--- config.mk ---
export PLATFORM = sky130hd
export DESIGN_NAME = lsu_req
export DESIGN_NICKNAME = d
export VERILOG_FILES = /design/src/rtl/lsu_req.sv
export SDC_FILE = /design/constraint.sdc
export NUM_CORES = 1
export LEC_CHECK = 0
export BUFFER_PORTS_ARGS = -buffer_cell sky130_fd_sc_hd__clkbuf_2
export CAP_MARGIN = 20
export CORE_MARGIN = 1
export CORE_UTILIZATION = 50
export CTS_CLUSTER_SIZE = 14
export DETAILED_ROUTE_END_ITERATION = 16
export MAX_ROUTING_LAYER = met4
export PLACE_DENSITY = 0.81
export SLEW_MARGIN = 20
export SYNTH_ARGS = -nofsm -noshare
export SYNTH_HDL_FRONTEND = slang
export SYNTH_SLANG_ARGS = --single-unit
--- constraint.sdc ---
create_clock -name clk -period 1.8 [get_ports clk]
set_input_delay 0.27 -clock clk [delete_from_list [all_inputs] [get_ports clk]]
set_output_delay 0.27 -clock clk [all_outputs]
set_load 0.1 [all_outputs]
--- src/rtl/lsu_req.sv ---
// RV32 load/store initiator: effective address, funct3/alignment/range checks, one-cycle RAM access, writeback or fault.
// Fault 1, store 2, load 3 cycles after accept; req_ready is high only in IDLE, so execute stalls while an op is in flight.
module lsu_req #(
  parameter int MEM_ADDR_W = 12,
  parameter int XLEN       = 32
) (
  input  logic                  clk,
  input  logic                  rst_n,
  input  logic                  req_valid,
  output logic                  req_ready,
  input  logic                  req_store,
  input  logic [2:0]            req_funct3,
  input  logic [XLEN-1:0]       req_base,
  input  logic [XLEN-1:0]       req_imm,
  input  logic [XLEN-1:0]       req_wdata,
  input  logic [4:0]            req_rd,
  input  logic                  flush,
  output logic                  mem_en_write,
  output logic                  mem_en_read,
  output logic [MEM_ADDR_W-1:0] mem_addr,
  output logic [XLEN-1:0]       mem_din,
  output logic [1:0]            mem_size,
  output logic                  mem_unsigned,
  input  logic [XLEN-1:0]       mem_dout,
  output logic                  resp_valid,
  output logic                  resp_we,
  output logic [4:0]            resp_rd,
  output logic [XLEN-1:0]       resp_data,
  output logic                  exc_valid,
  output logic [1:0]            exc_cause,
  output logic [XLEN-1:0]       exc_addr
);

  localparam logic [2:0] S_IDLE    = 3'd0;
  localparam logic [2:0] S_ISSUE   = 3'd1;
  localparam logic [2:0] S_CAPTURE = 3'd2;
  localparam logic [2:0] S_RESP    = 3'd3;
  localparam logic [2:0] S_FAULT   = 3'd4;

  logic [2:0]      state;
  logic [XLEN-1:0] ea_q;
  logic            store_q;
  logic [1:0]      size_q;
  logic            uns_q;
  logic [4:0]      rd_q;
  logic [XLEN-1:0] din_q;
  logic [XLEN-1:0] data_q;
  logic [1:0]      cause_q;
  logic            kill_q;

  logic [XLEN-1:0] ea;
  logic [XLEN-1:0] wdata_lane;
  logic            illegal;
  logic            misaligned;
  logic            out_of_range;
  logic [1:0]      cause;
  logic            accept;

  assign ea     = req_base + req_imm;
  assign accept = req_valid && (state == S_IDLE);

  always_comb begin
    if (req_store)
      illegal = req_funct3[2] || (req_funct3[1:0] == 2'b11);
    else
      illegal = (req_funct3 == 3'b011) || (req_funct3 == 3'b110) || (req_funct3 == 3'b111);
  end

  assign misaligned   = ((req_funct3[1:0] == 2'b01) && ea[0]) ||
                        ((req_funct3[1:0] == 2'b10) && (ea[1:0] != 2'b00));
  assign out_of_range = (ea[XLEN-1:MEM_ADDR_W] != '0);

  // Later assignments override earlier ones, giving funct3 > alignment > range priority.
  always_comb begin
    cause = 2'b00;
    if (out_of_range) cause = 2'b10;
    if (misaligned)   cause = 2'b01;
    if (illegal)      cause = 2'b11;
  end

  always_comb begin
    wdata_lane = req_wdata;
    if (req_funct3[1:0] != 2'b10)
      wdata_lane = req_wdata << {ea[1:0], 3'b000};
  end

  always_ff @(posedge clk or negedge rst_n) begin
    if (!rst_n) begin
      state   <= S_IDLE;
      ea_q    <= '0;
      store_q <= 1'b0;
      size_q  <= 2'b00;
      uns_q   <= 1'b0;
      rd_q    <= 5'd0;
      din_q   <= '0;
      data_q  <= '0;
      cause_q <= 2'b00;
      kill_q  <= 1'b0;
    end else begin
      case (state)
        S_IDLE: begin
          kill_q <= 1'b0;
          if (accept) begin
            ea_q    <= ea;
            store_q <= req_store;
            size_q  <= req_funct3[1:0];
            uns_q   <= req_funct3[2];
            rd_q    <= req_rd;
            din_q   <= wdata_lane;
            data_q  <= '0;
            cause_q <= cause;
            state   <= (cause != 2'b00) ? S_FAULT : S_ISSUE;
          end
        end
        S_ISSUE: begin
          if (flush) kill_q <= 1'b1;
          state <= store_q ? S_RESP : S_CAPTURE;
        end
        S_CAPTURE: begin
          if (flush) kill_q <= 1'b1;
          data_q <= mem_dout;
          state  <= S_RESP;
        end
        S_RESP, S_FAULT: begin
          kill_q <= 1'b0;
          state  <= S_IDLE;
        end
        default: state <= S_IDLE;
      endcase
    end
  end

  // RAM strobes decode straight from the state register, so async reset drops them immediately.
  assign req_ready    = (state == S_IDLE);
  assign mem_en_read  = (state == S_ISSUE) && !store_q;
  assign mem_en_write = (state == S_ISSUE) && store_q;
  assign mem_addr     = ea_q[MEM_ADDR_W-1:0];
  assign mem_din      = din_q;
  assign mem_size     = size_q;
  assign mem_unsigned = uns_q;

  assign resp_valid   = (state == S_RESP) && !kill_q;
  assign resp_we      = resp_valid && !store_q;
  assign resp_rd      = rd_q;
  assign resp_data    = data_q;

  assign exc_valid    = (state == S_FAULT) && !kill_q;
  assign exc_cause    = cause_q;
  assign exc_addr     = ea_q;

endmodule
==> results of run 1 <==
## worst paths after layout
path                       depth (start not counted)       endpoint  slack [ps]    startpoint
min                                                3  resp_data[22]         110  mem_dout[22]
max                                               13       state[0]       -1000   req_base[0]
min in group asynchronous                          2   resp_data[5]         460         rst_n
max reg2reg                                        7  resp_data[18]         160      state[2]
max in group asynchronous                          3     resp_rd[4]         740         rst_n
min reg2reg                                        2    mem_din[23]         480   mem_din[23]
## through the flow
stage               total power (W)  setup TNS [ps]  setup slack, ps
floorplan                  0.007326         -123580            -1159
global placement           0.008652          -21450            -1386
detailed placement         0.008728          -23520            -1448
CTS                         0.01096           -8402           -948.4
global route                0.01161           -9541            -1083
finish                      0.01121           -8269            -1004
## final cells by class
type,instances,area [um^2],area share [%]
Clock buffer,9,225.2,2.147
Clock inverter,7,86.33,0.8230
Inverter,9,33.78,0.3220
Multi-Input combinational cell,648,4378,41.73
Sequential cell,111,2780,26.50
Tap cell,176,220.2,2.099
Timing Repair Buffer,424,2766,26.37
## where the power goes
part / switching [W] / total [W] / leakage, nW / internal (W)
combinational: 0.00457 / 0.00608 / 3.75 / 0.00150
clock: 0.00103 / 0.00203 / 0.151 / 0.000999
sequential: 0.000268 / 0.00310 / 1.42 / 0.00283
total: 0.00587 / 0.0112 / 5.32 / 0.00533
## synth_stat cells (all sizes together), types with 4 or more instances
master  instances
dfrtp         111
nand4           7
o211ai          8
buf            19
clkbuf         41
xnor2          11
mux2           13
and2            5
a22oi           4
nand2         174
nor3b           5
or3             4
nor2b           4
o21ai          81
nor4            4
nand3          55
xor2           10
a21o           14
nor3           12
a211oi          6
inv             9
mux2i           4
and4            5
a221oi         10
ha             31
nor2           35
a31oi          11
a21oi          67
o22ai           8
nand2b         21
## flip-flops by register name, indices dropped and copies added, names as in the netlist
| signal | count |
|---|---|
| state | 3 |
| store_q | 1 |
| resp_data | 32 |
| resp_rd | 5 |
| exc_addr | 32 |
| exc_cause | 2 |
| mem_size | 2 |
| mem_unsigned | 1 |
| mem_din | 32 |
| kill_q | 1 |
## cells in the final DEF (no fill, tap or decap), types with 8 or more instances in the layout
cell type  count
buf_6         19
mux2_2        13
buf_4        140
o211ai_1       8
o21ai_0       56
nand2b_1      21
clkbuf_16      9
buf_12        10
ha_4           8
nor2_1        33
xor2_1         9
inv_1          8
o22ai_1        8
a221oi_1      10
a21oi_1       58
nand2_1      164
clkbuf_2     252
a31oi_1        8
ha_1          21
a21o_1        14
nor3_1         8
nand3_1       53
o21ai_1       18
dfrtp_1      109
## logic make-up after synthesis
logic type,Yosys count
flip-flops,111
buffers and inverters,69
XOR/XNOR,21
multiplexers,17
adder cells (fa/ha/maj),32
AND/OR/NAND/NOR,340
AO/OA/AOI/OAI,238
## timing repair
action,4_1_cts,5_1_grt
setup endpoints to repair,27,39
endpoints found under the hold margin,35,0
pin swaps,27,36
resized for setup,68,78
buffers inserted,25,14
hold buffers,1,0
## layer usage
layer | routed length [um] | global-route usage (%) | vias up
li1 | - | - | 3715
met5 | 0 | - | -
met2 | 11800 | 54.80 | 431
met4 | 1279 | 17.42 | 0
met1 | 9553 | 38.33 | 3730
met3 | 1697 | 4.454 | 115
## tightest hold or removal path, stage by stage
cell	delay, ps
clkbuf_2	70
nand2_1	40
nand2_1	40
==> metrics.yaml, run 1 <==
antenna_left: 0
rsz0062_at_grt: "yes"
grt_max_degree: 64
wire_per_inst_um: 17.58
avgSynthCellArea_um2: 8.311
grt_antenna_before_repair: 0
fin_crit_ps: 2804
cts-root-buf: "clkbuf_16"
ys.flop_type: "dfrtp_1"
postRouteWirelength_mm: 24.33
ir_worst_vdd_mv: 0.7682
gp_congestion: 0.9710
port_buffers: 264
min_path_type: "primary input to flop"
synthArstFlopShare_pct: 100.0
slew_viol_final: 0
crit_required_ps: 2080
synthSimpleGateAreaFrac_pct: 22.58
yosysTopAreaCellShare_pct: 40.36
grt_pass1_vias: 7462
worst-path-buf-inv: 2
max_slew_margin_pct: 60.95
clk_path_buf_depth: 2
hold_viol_final: 0
drive_above_1_share_pct: 44.78
yosys_warnings: 0
grtUsageTotal_pct: 32.74
setup.worst_path.start_class: "primary input"
yosysTopAreaCell: "dfrtp_1"
clkSlewWorstSetupHoldPaths_ps: 80
numCtsBuffers: 9
drv_cap: 0
synth_xor_area_share_pct: 2.673
dpl.cell_count: 1340
p_leak_nw: 5.324
syn_inst: 828
grt_pass1_wl_mm: 36.11
detail_route.vias_per_cell: 5.774
synth.area.top_cells: "dfrtp_1, nand2_1, o21ai_0, ha_1, a21oi_1"
dieArea_mm2: 0.01424
syn-num-nets: 1001
fp.dieW_um: 119.3
final_cells: 1384
cts_tree: "yes"
drt_pass1_iterations: 13
worstPathCellList: "buf_8 > ha_4 > fa_2 > a211o_1 > a21o_1 > a22oi_4 > buf_6 > a21oi_4 > o41a_1 > a2bb2oi_2 > nand4_1 > nor4_4 > a311o_1"
timing.final.ws_setup_ps: -1004
violations: "design-rule violations, negative setup slack"
skew_ps: 9.410
clk_latency_ps: 350
synth-seq-area-share_pct: 40.36
placed_area_mm2: 0.009343
cp_slowest_stage_delay_ps: 440
syn2layout_area_growth_pct: 52.44
nets: 1376
hpwl_mm: 17.04
finalSetupViolations: 21
synth_top_family_by_area: "simple AND/OR/NAND/NOR gates"
grt-ovfl-total: 0
htreeDepth: 3
synth_cell_types: 58
start_util_pct: 51.56
design_area_mm2: 0.01049
cp_slowest_cell: "o41a_1"
synth_edf_count: 0
finalCritPeriodShare_pct: 155.8
synth_area_mm2: 0.006882
drt_iter0_markers: 581
ys_ff_latch: 111
path_delay_family: "compound AO/OA/AOI/OAI gates"
num_vias: 7991
powerDensity_mw_per_mm2: 1068
num_rows: 42
antenna_cells: 0
critPathMaxFanout: 3
worstSetupPathType: "primary input to flop"
worstMarginPinSlew_ps: 588.3
cp.arrival_ps: 3090
drc: 1
cp-end-kind: "flop"
synthAdderAreaFrac_pct: 5.927
die_h_um: 119.3
synth_compound_area_share_pct: 21.31
fmax_mhz: 356.6
hold_ws_ps: 109.2
coreArea_mm2: 0.01335
muxShareOfSynthArea_pct: 2.709
postLayoutCoreUtil_pct: 78.59
status: "finished with violations"
design.portCount: 265
fillCellCount: 853
clock_sinks: 111
No activity file was read; power rests on OpenSTA's default activity.
==> run 2: changes to the inputs <==
==> constraint.sdc (replaced) <==
create_clock -name clk -period 1.8 [get_ports clk]
set_input_delay 0.18 -clock clk [delete_from_list [all_inputs] [get_ports clk]]
set_output_delay 0.18 -clock clk [all_outputs]
set_load 0.1 [all_outputs]
==> metrics.yaml, run 2 (synthesized netlist as in run 1, its figures left out) <==
dieArea_mm2: 0.01424
num_rows: 42
num_vias: 7836
worstMarginPinSlew_ps: 593.0
drv_cap: 0
grt-ovfl-total: 0
min_path_type: "primary input to flop"
crit_required_ps: 2040
reg2reg_to: "resp_rd[2]"
slew_viol_final: 0
hpwl_mm: 17.24
layout_commonest_cell: "clkbuf_2"
r2r.worst_path.cells: 4
start_util_pct: 51.56
most-common-layout-cells: "clkbuf_2, nand2_1, buf_4, dfrtp_1, a21oi_1"
drt_iter0_markers: 712
dp_slack_ps: -1366
final_cells: 1378
max_slew_margin_pct: 60.63
setup.worst_path.start_class: "primary input"
wire_per_inst_um: 16.59
cp.arrival_ps: 2990
crit_path_start: "req_base[0]"
grt_pass1_vias: 7508
timing.final.ws_setup_ps: -954.0
grtUsageTotal_pct: 32.94
drt_pass1_iterations: 5
hold_ws_ps: 21.59
finalSetupViolations: 22
cts-root-buf: "clkbuf_16"
r2r-start: "state[0]"
port_buffers: 264
detail_route.vias_per_cell: 5.687
htreeDepth: 3
tns_ps: -6928
cts_tree: "yes"
die_h_um: 119.3
grt_antenna_before_repair: 0
fmax_mhz: 363.1
cp_slowest_cell: "or4_4"
drc: 0
min_path_cells: 3
r2r_slack_ps: 200
grt_pass1_wl_mm: 36.16
clk_latency_ps: 360
nets: 1370
worstHoldStart: "mem_dout[19]"
postLayoutCoreUtil_pct: 77.03
worstPathCellList: "buf_6 > ha_4 > fa_2 > a211o_1 > a21o_1 > a22oi_4 > a211oi_2 > or4_4 > a32oi_1 > nand4_1 > buf_4 > nor4b_4 > o21ai_1"
clkSlewWorstSetupHoldPaths_ps: 70
status: "finished with violations"
worstSetupPathType: "primary input to flop"
critPathMaxFanout: 2
numCtsBuffers: 9
rsz0062_at_grt: "yes"
powerDensity_mw_per_mm2: 1071
syn2layout_area_growth_pct: 49.42
cp_slowest_stage_delay_ps: 490
whs_endpoint: "resp_data[19]"
p_leak_nw: 5.224
skew_ps: 6.847
design.portCount: 265
fin_crit_ps: 2754
cp-end-kind: "flop"
clk_path_buf_depth: 2
violations: "negative setup slack"
gp_congestion: 0.9375
clock_sinks: 111
coreArea_mm2: 0.01335
hold_viol_final: 0
postRouteWirelength_mm: 22.86
dpl.cell_count: 1348
drive_above_1_share_pct: 44.26
fp.dieW_um: 119.3
grt_max_degree: 69
antenna_left: 0
ir_worst_vdd_mv: 0.7344
antenna_cells: 0
finalCritPeriodShare_pct: 153.0
-- run 2: cell types whose count changed in the layout (fill, tap and decap cells not counted), moves of 7 or more --
| cell | delta |
|---|---|
| ha_1 | +7 |
| o21ai_1 | +39 |
| o21ai_0 | -36 |
| nand3_1 | -31 |
| nand3_2 | +30 |
| buf_6 | -14 |
-- run 2: layout make-up --
| type | count | area [um^2] |
|---|---|---|
| clock inverter | 6 | 66.31 |
| clock buffer | 10 | 229.0 |
| timing repair buffer | 418 | 2659 |
| sequential | 111 | 2778 |
| fill | 946 | 3065 |
| inverter | 9 | 33.78 |
| tap | 176 | 220.2 |
| multi-input combinational | 648 | 4297 |
-- run 2: metal layers --
metal  routed length, um  GRT usage [%]
met3                1658          5.125
met5                   0              -
met2               10940          53.92
met4                 913          14.77
met1                9351          40.27
-- run 2: repair_timing --
action,CTS,global route
resized for setup,40,17
hold buffers,1,0
pin swaps,22,10
setup buffers,10,3
endpoints found under the hold margin,22,0
setup endpoints to repair,23,28
-- run 2: where the power goes --
| part | total [W] | switching, W | leakage (nW) | internal (W) |
|---|---|---|---|---|
| registers | 0.00306 | 0.000231 | 1.43 | 0.00283 |
| clock network | 0.00204 | 0.000954 | 0.147 | 0.00109 |
| logic | 0.00591 | 0.00449 | 3.65 | 0.00142 |
-- run 2: how the worst max path moves through the flow --
stage                         to  slack (ps)  cells after the start
floorplan               state[0]       -1060                     11
global placement        state[0]       -1320                     13
detailed placement      state[0]       -1370                     13
CTS                     state[0]        -890                     13
global route        exc_cause[1]       -1050                     13
finish              exc_cause[1]        -950                     13
-- run 2: worst max-delay path: cells and delay by family --
kind | cells | cell delay (ps)
compound gates | 6 | 1090
fa+ha+maj | 2 | 530
buf+inv | 2 | 280
simple gates | 3 | 890
-- run 2: stage by stage --
stage               total power (W)  cell area [um^2]
global placement           0.008733              9622
global route                0.01143             10280
floorplan                  0.007447              7305
finish                      0.01101             10280
detailed placement         0.008803              9622
CTS                         0.01094             10190
